==> src/rtl/mau_pkg.sv <==
// mau_pkg: shared types and lane helpers for the memory access unit.
//   op_t         load/store operation code as driven on req_op
//   state_t      unit FSM state (also visible on the dbg_state port)
//   WORD_BYTES   bytes per memory word
//   lane helpers byte/halfword bit offsets, load extract+extend,
//                store lane insert, misalignment test
// Lanes are little-endian: byte k sits in bits [8k+7:8k].
package mau_pkg;

  localparam int WORD_BYTES = 4;

  typedef enum logic [2:0] {
    OP_LW  = 3'd0,
    OP_LH  = 3'd1,
    OP_LHU = 3'd2,
    OP_LB  = 3'd3,
    OP_LBU = 3'd4,
    OP_SW  = 3'd5,
    OP_SH  = 3'd6,
    OP_SB  = 3'd7
  } op_t;

  typedef enum logic [1:0] {
    ST_IDLE        = 2'd0,
    ST_LOAD_RESP   = 2'd1,
    ST_STORE_MERGE = 2'd2
  } state_t;

  function automatic logic is_load(op_t op);
    return (op == OP_LW) || (op == OP_LH) || (op == OP_LHU) ||
           (op == OP_LB) || (op == OP_LBU);
  endfunction

  // Bit offset of the addressed byte lane.
  function automatic logic [4:0] byte_lsb(logic [1:0] offset);
    return {offset, 3'b000};
  endfunction

  // Bit offset of the addressed halfword lane; offset[0] is ignored.
  function automatic logic [4:0] half_lsb(logic [1:0] offset);
    return {offset[1], 4'b0000};
  endfunction

  function automatic logic [31:0] lane_extract(op_t op, logic [1:0] offset,
                                               logic [31:0] word);
    logic [7:0]  b;
    logic [15:0] h;
    logic [31:0] r;
    b = word[byte_lsb(offset) +: 8];
    h = word[half_lsb(offset) +: 16];
    case (op)
      OP_LH:   r = {{16{h[15]}}, h};
      OP_LHU:  r = {16'h0000, h};
      OP_LB:   r = {{24{b[7]}}, b};
      OP_LBU:  r = {24'h000000, b};
      default: r = word;
    endcase
    return r;
  endfunction

  function automatic logic [31:0] lane_insert(op_t op, logic [1:0] offset,
                                              logic [31:0] word,
                                              logic [15:0] data);
    logic [31:0] r;
    r = word;
    case (op)
      OP_SH:   r[half_lsb(offset) +: 16] = data;
      OP_SB:   r[byte_lsb(offset) +: 8]  = data[7:0];
      default: r = word;
    endcase
    return r;
  endfunction

  function automatic logic is_misaligned(op_t op, logic [1:0] offset);
    case (op)
      OP_LW, OP_SW:         return offset != 2'b00;
      OP_LH, OP_LHU, OP_SH: return offset[0];
      default:              return 1'b0;
    endcase
  endfunction

endpackage

==> src/rtl/mau_lane_merge.sv <==
// mau_lane_merge: combinational lane logic for the memory access unit.
//   op         captured operation
//   offset     captured addr[1:0]
//   word       captured memory word
//   wdata      captured store data (right-aligned, low 16 bits)
//   load_data  extracted and sign/zero-extended load result
//   store_word word with the target lane replaced by the store data
module mau_lane_merge
  import mau_pkg::*;
(
  input  op_t         op,
  input  logic [1:0]  offset,
  input  logic [31:0] word,
  input  logic [15:0] wdata,
  output logic [31:0] load_data,
  output logic [31:0] store_word
);

  assign load_data  = lane_extract(op, offset, word);
  assign store_word = lane_insert(op, offset, word, wdata);

endmodule

==> src/rtl/mem_access_unit.sv <==
// mem_access_unit: memory-stage load/store unit in front of a word-addressed
// data memory with combinational read data.
//   clk, reset_n          clock, asynchronous active-low reset
//   req_valid/req_ready   request handshake; a request is accepted in any
//                         cycle where both are high (ready only in IDLE);
//                         upstream holds the request while stall is high
//   req_op/addr/wdata     operation, byte address, right-aligned store data
//   stall                 pipeline hold
//   load_valid/load_data  one-cycle result pulse; data holds afterwards
//   misalign_err          misalignment pulse (trap build only)
//   mem_*                 data memory port (word-aligned byte address)
//   dbg_state             current FSM state
// Build option: define MAU_MISALIGN_TRAP_EN to trap misaligned requests
// instead of truncating the low address bits.
module mem_access_unit
  import mau_pkg::*;
#(
  parameter int ADDR_W = 32,
  parameter int DATA_W = 32
) (
  input  logic              clk,
  input  logic              reset_n,
  input  logic              req_valid,
  output logic              req_ready,
  input  op_t               req_op,
  input  logic [ADDR_W-1:0] req_addr,
  input  logic [DATA_W-1:0] req_wdata,
  output logic              stall,
  output logic              load_valid,
  output logic [DATA_W-1:0] load_data,
  output logic              misalign_err,
  output logic              mem_read,
  output logic              mem_write,
  output logic [ADDR_W-1:0] mem_addr,
  output logic [DATA_W-1:0] mem_wdata,
  input  logic [DATA_W-1:0] mem_rdata,
  output state_t            dbg_state
);

  state_t            state;
  op_t               cap_op;
  logic [ADDR_W-1:0] cap_addr;
  logic [DATA_W-1:0] cap_word;
  logic [15:0]       cap_wdata;
  logic [DATA_W-1:0] load_hold;
  logic [DATA_W-1:0] ext_data;
  logic [DATA_W-1:0] merged_word;
  logic              accept;
  logic              trap;
  logic              go;

  // reset_n in the accept term keeps every strobe low while reset is held,
  // even if upstream keeps presenting a request.
  assign accept = (state == ST_IDLE) && req_valid && reset_n;

`ifdef MAU_MISALIGN_TRAP_EN
  assign trap = is_misaligned(req_op, req_addr[1:0]);
`else
  assign trap = 1'b0;
`endif

  assign go           = accept && !trap;
  assign misalign_err = accept && trap;

  mau_lane_merge u_lane_merge (
    .op         (cap_op),
    .offset     (cap_addr[1:0]),
    .word       (cap_word),
    .wdata      (cap_wdata),
    .load_data  (ext_data),
    .store_word (merged_word)
  );

  always_ff @(posedge clk or negedge reset_n) begin
    if (!reset_n) begin
      state     <= ST_IDLE;
      cap_op    <= OP_LW;
      cap_addr  <= '0;
      cap_word  <= '0;
      cap_wdata <= '0;
      load_hold <= '0;
    end else begin
      case (state)
        ST_IDLE: begin
          if (go && req_op != OP_SW) begin
            cap_op    <= req_op;
            cap_addr  <= req_addr;
            cap_word  <= mem_rdata;
            cap_wdata <= req_wdata[15:0];
            state     <= is_load(req_op) ? ST_LOAD_RESP : ST_STORE_MERGE;
          end
        end
        ST_LOAD_RESP: begin
          load_hold <= ext_data;
          state     <= ST_IDLE;
        end
        ST_STORE_MERGE: state <= ST_IDLE;
        default:        state <= ST_IDLE;
      endcase
    end
  end

  assign dbg_state  = state;
  assign req_ready  = (state == ST_IDLE);
  assign stall      = (state != ST_IDLE) || (req_valid && !req_ready);
  assign load_valid = (state == ST_LOAD_RESP);
  assign load_data  = load_valid ? ext_data : load_hold;

  // SW writes straight through in the accept cycle; every other accepted op
  // reads first. The merged subword write is issued from STORE_MERGE.
  always_comb begin
    mem_read  = 1'b0;
    mem_write = 1'b0;
    mem_addr  = '0;
    mem_wdata = '0;
    if (go) begin
      mem_addr = {req_addr[ADDR_W-1:2], 2'b00};
      if (req_op == OP_SW) begin
        mem_write = 1'b1;
        mem_wdata = req_wdata;
      end else begin
        mem_read = 1'b1;
      end
    end else if (state == ST_STORE_MERGE) begin
      mem_write = 1'b1;
      mem_addr  = {cap_addr[ADDR_W-1:2], 2'b00};
      mem_wdata = merged_word;
    end
  end

endmodule

==> config.mk <==
export PLATFORM = sky130hd
export DESIGN_NAME = mem_access_unit
export DESIGN_NICKNAME = d
export VERILOG_FILES = /design/src/rtl/mau_pkg.sv /design/src/rtl/mau_lane_merge.sv /design/src/rtl/mem_access_unit.sv
export SDC_FILE = /design/constraint.sdc
export NUM_CORES = 1
export LEC_CHECK = 0
export BUFFER_PORTS_ARGS = -buffer_cell sky130_fd_sc_hd__buf_2
export CORE_ASPECT_RATIO = 0.75
export CORE_MARGIN = 5
export CORE_UTILIZATION = 49
export CTS_BUF_LIST = sky130_fd_sc_hd__clkbuf_8
export DETAILED_ROUTE_END_ITERATION = 12
export PLACE_DENSITY = 0.83
export REMOVE_ABC_BUFFERS = 1
export SLEW_MARGIN = 5
export SYNTH_ARGS = -nofsm -noshare
export SYNTH_HDL_FRONTEND = slang
export SYNTH_SLANG_ARGS = --single-unit
==> constraint.sdc <==
create_clock -name clk -period 3 [get_ports clk]
set_clock_uncertainty 0.2 [all_clocks]
set_input_delay 0 -clock clk [delete_from_list [all_inputs] [get_ports clk]]
set_output_delay 0 -clock clk [all_outputs]
set_load 0.005 [all_outputs]
; After elaboration in Yosys (flattened, before gate mapping)
; Cells that the tools add are included.
[word_totals]
register_bits = 117
latchBits = 0
mem_bits_rw = 0
mem_bits_ro = 0
out_inout_bits = 104
mem_count = 0
[classes]
n_addsub = 2
multipliers = 0
div_mod_pow = 0
magnitude_cmp = 0
eq_ne = 15
shift = 6
mux = 18
n_bitwise = 0
n_reduce_logical = 14
[ops]
columns = cell, n
row1 = $mux 32, 6
row2 = $pmux 32 s4, 1
row3 = $bwmux 32, 2
row4 = $pmux 32 s2, 1
row5 = $shift 16x7->32 const A, 1
row6 = $shift 8x7->32 const A, 1
row7 = $shiftx 16x7->32, 1
row8 = $shiftx 32x6->16, 1
row9 = $shiftx 32x6->8, 1
row10 = $shiftx 8x7->32, 1
row11 = $eq 3x3->1 const B, 5
row12 = $neg 5->7, 2
row13 = $eq 3x2->1 const B, 4
row14 = $eq 3x1->1 const B, 2
row15 = $mux 2, 3
row16 = $logic_or 1x1->1, 5
row17 = $mux 1, 5
row18 = $logic_and 1x1->1, 4
row19 = $logic_not 3->1, 1
row20 = $ne 3x3->1 const B, 1
row21 = $eq 2x1->1 const B, 1
row22 = $eq 2x2->1 const B, 1
row23 = $logic_not 2->1, 1
row24 = $ne 2x1->1 const B, 1
row25 = other kinds (3), 3

; Depth between registers and ports, before layout
[depth]
depth_word = 8
ltp_mapped = 9

; Hierarchy
; A second synthesis with hierarchy kept.
[unflattened]
hier_cells = 527
area_unflattened_um2 = 6632.6
[modules_own_cells]
columns = module, n_inst, cells_per_inst, area_per_inst_um2
row1 = mem_access_unit, 1, 338, 5149.9
row2 = mau_lane_merge, 1, 189, 1482.7

; Worst setup path after synthesis
; OpenSTA, ideal clock, no wires.
[synth_timing]
kind = register to output
startpoint = register cap_addr[1]
endpoint = output mem_wdata[10]
arrival_time_ns = 2.000
required_ns = 2.800
slack_ns = 0.800
path_stages_with_launch = 9
path_buffers = 2
path_cell_list = dfrtp_1 clkbuf_2 inv_1 clkbuf_1 ha_1 nand2_1 nor4_4 a21oi_1 o221ai_1
[synth_via]
elab_chain_len = 6
elab_cells_between_ends = 11
classes_between = 2 x add/sub / 4 x shift / 5 x mux
[synth_rtl]
columns = element, line
row1 = "start, declared", mem_access_unit.sv:42  ; logic [ADDR_W-1:0] cap_addr;
row2 = "start signal, assigned", mem_access_unit.sv:87  ; cap_addr <= req_addr;
row3 = $neg 5->7 (on tied branches), "mau_pkg.sv:67, mau_pkg.sv:68"
row4 = "$shiftx 16x7->32, or another cell as far along", mau_pkg.sv:67  ; OP_SH: r[half_lsb(offset) +: 16] = data;
row5 = $bwmux 32 (on tied branches), "mau_pkg.sv:67, mau_pkg.sv:68"
row6 = $pmux 32 s2 (*), mau_pkg.sv:66  ; case (op)
row7 = $mux 32 (*), mem_access_unit.sv:124  ; end else if (state == ST_STORE_MERGE) begin
row8 = $mux 32 (*), mem_access_unit.sv:116  ; if (go) begin
row9 = "end, declared", mem_access_unit.sv:35  ; output logic [DATA_W-1:0] mem_wdata,
; Every way passes the cells marked *; elsewhere a longest branch is shown, timed or not.

; Final worst setup path
[layout_timing]
startpoint = register cap_addr[1]
endpoint = output mem_wdata[23]
; Same word-level chain as after synthesis.

==> out/qor.csv <==
stage,metric,value,unit
status,status,completed,
timing,tightest_slew,0.974,ns
global_routing,grt_max_degree,60,
timing,clock.fmax,347,MHz
timing,fin_ws,0.119,ns
synthesis,synth-simple-area-share,11.9,%
timing,drv_slew,0,
global_routing,grt_usage,29.5,%
setup_path,r2r_setup_slack,0.51,ns
setup_path,start_kind,register,
floorplan,start_util,50.4,%
timing,setup_viol_count_final,0,
floorplan,dieArea,16800,µm²
placement,dp.final_hpwl,16100,µm
final_layout,area_growth,35.3,%
detailed_routing,wl_per_cell,22.1,µm
setup_path,cpPeakStageDelay,0.45,ns
global_routing,grt.overflow.total,0,
synthesis,synthAdderAreaFrac,0.896,%
timing,rsz0062_at_grt,false,
timing,fin_crit,2.88,ns
placement,dpl_worst_slack,0.329,ns
setup_path,path_depth,7,
cts,clk_latency,0.45,ns
global_routing,antenna_found_initial,3,
cts,clkSinkCount,117,
cts,cts.path.max_buffers,2,
synthesis,synthMuxAreaShare,18.4,%
synthesis,synth_area_per_cell,10.8,µm²
flow_run,cap_violations,0,
synthesis,synth_top_family_by_area,compound AO/OA/AOI/OAI gates,
synthesis,ys_types,60,
synthesis,synthFlopType,dfrtp_1,
synthesis,synth.most_common_cell,dfrtp_1,
floorplan,die_w,148,µm
synthesis,synth-compound-area-share,21.5,%
synthesis,synth-async-reset-ratio,100,%
setup_path,cp_cell_sequence,buf_4 > ha_1 > and4bb_2 > and2_1 > a22oi_1 > o221ai_1 > buf_2,
timing,hold_violations,0,
timing,period_share,96.0,%
setup_path,crit_buf_inv,2,
floorplan,die_y,113,µm
placement,portBuffers,202,
detailed_routing,drt.antenna.violating_nets,0,
setup_path,r2r_end,cap_op[2],
synthesis,synth_area_leader_cell,dfrtp_1,
power_and_ir_drop,p_total,0.00570,W
synthesis,synth_commonest_cells,"dfrtp_1, mux2_4, nand2_1",
floorplan,rows,37,
cts,cts-buffers-inserted,17,
timing,slew_headroom,34.8,%
synthesis,synth_edf_count,0,
synthesis,synth_top_area_share,41.9,%
global_routing,grt_pass1_vias,6883,
cts,root_buffer,clkbuf_8,
min_path,min-delay-path-class,in -> async,
power_and_ir_drop,ir_drop,317,µV
synthesis,synthTopCellsByArea,"dfrtp_1, mux2_4, mux2_2",
setup_path,rr_worst_depth,7,
global_routing,grt_pass1_wl,38800,µm
setup_path,crit_path_top_delay_cell,buf_4,
cts,cts_tree,done,
power_and_ir_drop,powerDensity,604,nW/µm²
detailed_routing,routed_via_density,6.14,
synthesis,yosysWarningCount,0,
final_layout,fillers,984,
detailed_routing,drc,0,
final_layout,nets,1038,
setup_path,required,2.80,ns
setup_path,path_max_fanout,44,
detailed_routing,drtPass1Iterations,5,
synthesis,ys_seq_area_share,41.9,%
floorplan,io_pins,206,
setup_path,criticalPathCategory,reg -> out,
cts,clk_pin_slew,0.09,ns
setup_path,arrival,2.68,ns
timing,holdWs,0.0373,ns
synthesis,synth-seq-cells,117,
placement,place.gp.congestion,0.924,
final_layout,utilization,68.2,%
setup_path,end_kind,output pin,
power_and_ir_drop,p_leak,4.40,nW
detailed_routing,drt_iter0_markers,874,
cts,cts.htree.levels,4,
setup_path,cp_top_family,buffers and inverters,
final_layout,layout-drive-gt1-share,38.7,%
synthesis,syn-cell-area,6980,µm²
synthesis,postSynthCellCount,645,
floorplan,core_area,13800,µm²
setup_path,reg2reg_from,dbg_state[0],
detailed_routing,wl,24800,µm
detailed_routing,vias,6892,
synthesis,synth_xor_xnor_area_share,0.233,%
placed cells by master (no fill, tap or decap), types with 3 or more instances in the layout:
| cell type | count |
|---|---|
| inv_1 | 6 |
| o2bb2ai_1 | 5 |
| mux2_2 | 27 |
| o21bai_1 | 7 |
| nor2b_1 | 18 |
| ha_1 | 5 |
| a22o_1 | 33 |
| a21o_1 | 3 |
| o22a_1 | 9 |
| mux2_4 | 54 |
| o221ai_1 | 20 |
| clkbuf_8 | 17 |
| nand2b_1 | 4 |
| nand4b_1 | 9 |
| mux2i_1 | 17 |
| a21oi_1 | 48 |
| nor3_1 | 7 |
| and2_0 | 4 |
| dlygate4sd3_1 | 88 |
| nor2_2 | 3 |
| and2_1 | 14 |
| a32oi_1 | 3 |
| a31oi_1 | 10 |
| conb_1 | 3 |
| buf_12 | 3 |
| clkinvlp_4 | 4 |
| a22oi_1 | 25 |
| nand2_1 | 51 |
| a211oi_1 | 7 |
| dfrtp_1 | 116 |
| nor2_1 | 23 |
| buf_2 | 201 |
| o21ai_0 | 13 |
| inv_6 | 6 |
| a221o_1 | 8 |
| o22ai_1 | 8 |
| diode_2 | 3 |
| buf_4 | 29 |
area by class of cell:
type / instances / area (µm²) / share of cell area [%]
antenna: 3 / 7.51 / 0.0795
timing repair buffer: 321 / 2160 / 22.9
tap: 175 / 219 / 2.32
clock buffer: 17 / 234 / 2.48
inverter: 7 / 28.8 / 0.305
sequential: 117 / 2930 / 31.0
clock inverter: 15 / 145 / 1.54
multi-input combinational: 467 / 3720 / 39.3
worst max path at each step:
stage            startpoint             to
2_1_floorplan  dbg_state[0]   cap_addr[10]
3_3_place_gp    cap_addr[0]   mem_wdata[5]
3_5_place_dp    cap_addr[0]   mem_wdata[5]
4_1_cts         cap_addr[0]  mem_wdata[26]
5_1_grt         cap_addr[0]  mem_wdata[25]
6_report        cap_addr[1]  mem_wdata[23]
state kept, by name (all words and copies together) (netlist names):
signal	flops
cap_word	32
dbg_state	2
load_hold	32
cap_addr	32
cap_op	3
cap_wdata	16
through the flow:
step	setup TNS [ns]	area [µm²]	std cells
6_report	0	9440	1122
5_1_grt	0	9440	1122
4_1_cts	0	9430	1119
3_5_place_dp	0	8150	997
3_3_place_gp	0	8150	997
2_1_floorplan	-1.17	6660	591
cell families (layout without fill, tap and decap cells):
family                   Yosys count  count (layout)
adder cells (fa/ha/maj)            5               5
other                              1               6
XOR/XNOR                           1               1
AND/OR/NAND/NOR                  152             152
flip-flops                       117             117
AO/OA/AOI/OAI                    208             208
buffers and inverters             63             360
multiplexers                      98              98
what timing repair did:
action	in CTS	in global routing
pin swaps	1	1
setup endpoints to repair	10	45
endpoints found under the hold margin	143	0
gates resized for setup	1	2
hold buffers	88	0
buffers inserted	2	0
routing by layer:
metal	wire length [µm]	share of wire, %	vias up	global-route usage [%]
met1	9780	39	3349	39.1
met5	0	0	-	0
met4	736	3.0	0	9.54
met2	11600	47	471	46.8
li1	-	-	2993	-
met3	2710	11	79	8.49
tightest hold or removal path, cell delays in order:
cell	delay, ns
dlygate4sd3_1	0.53
buf_4	0.16
buf_4	0.44
power breakdown:
| part | total, W | switching (W) | internal [W] |
|---|---|---|---|
| clock network | 0.00143 | 0.000754 | 0.000673 |
| logic | 0.00197 | 0.000968 | 0.000998 |
| registers | 0.00231 | 0.000346 | 0.00196 |
| total | 0.00570 | 0.00207 | 0.00363 |
Power figures use the tool's default switching activity.
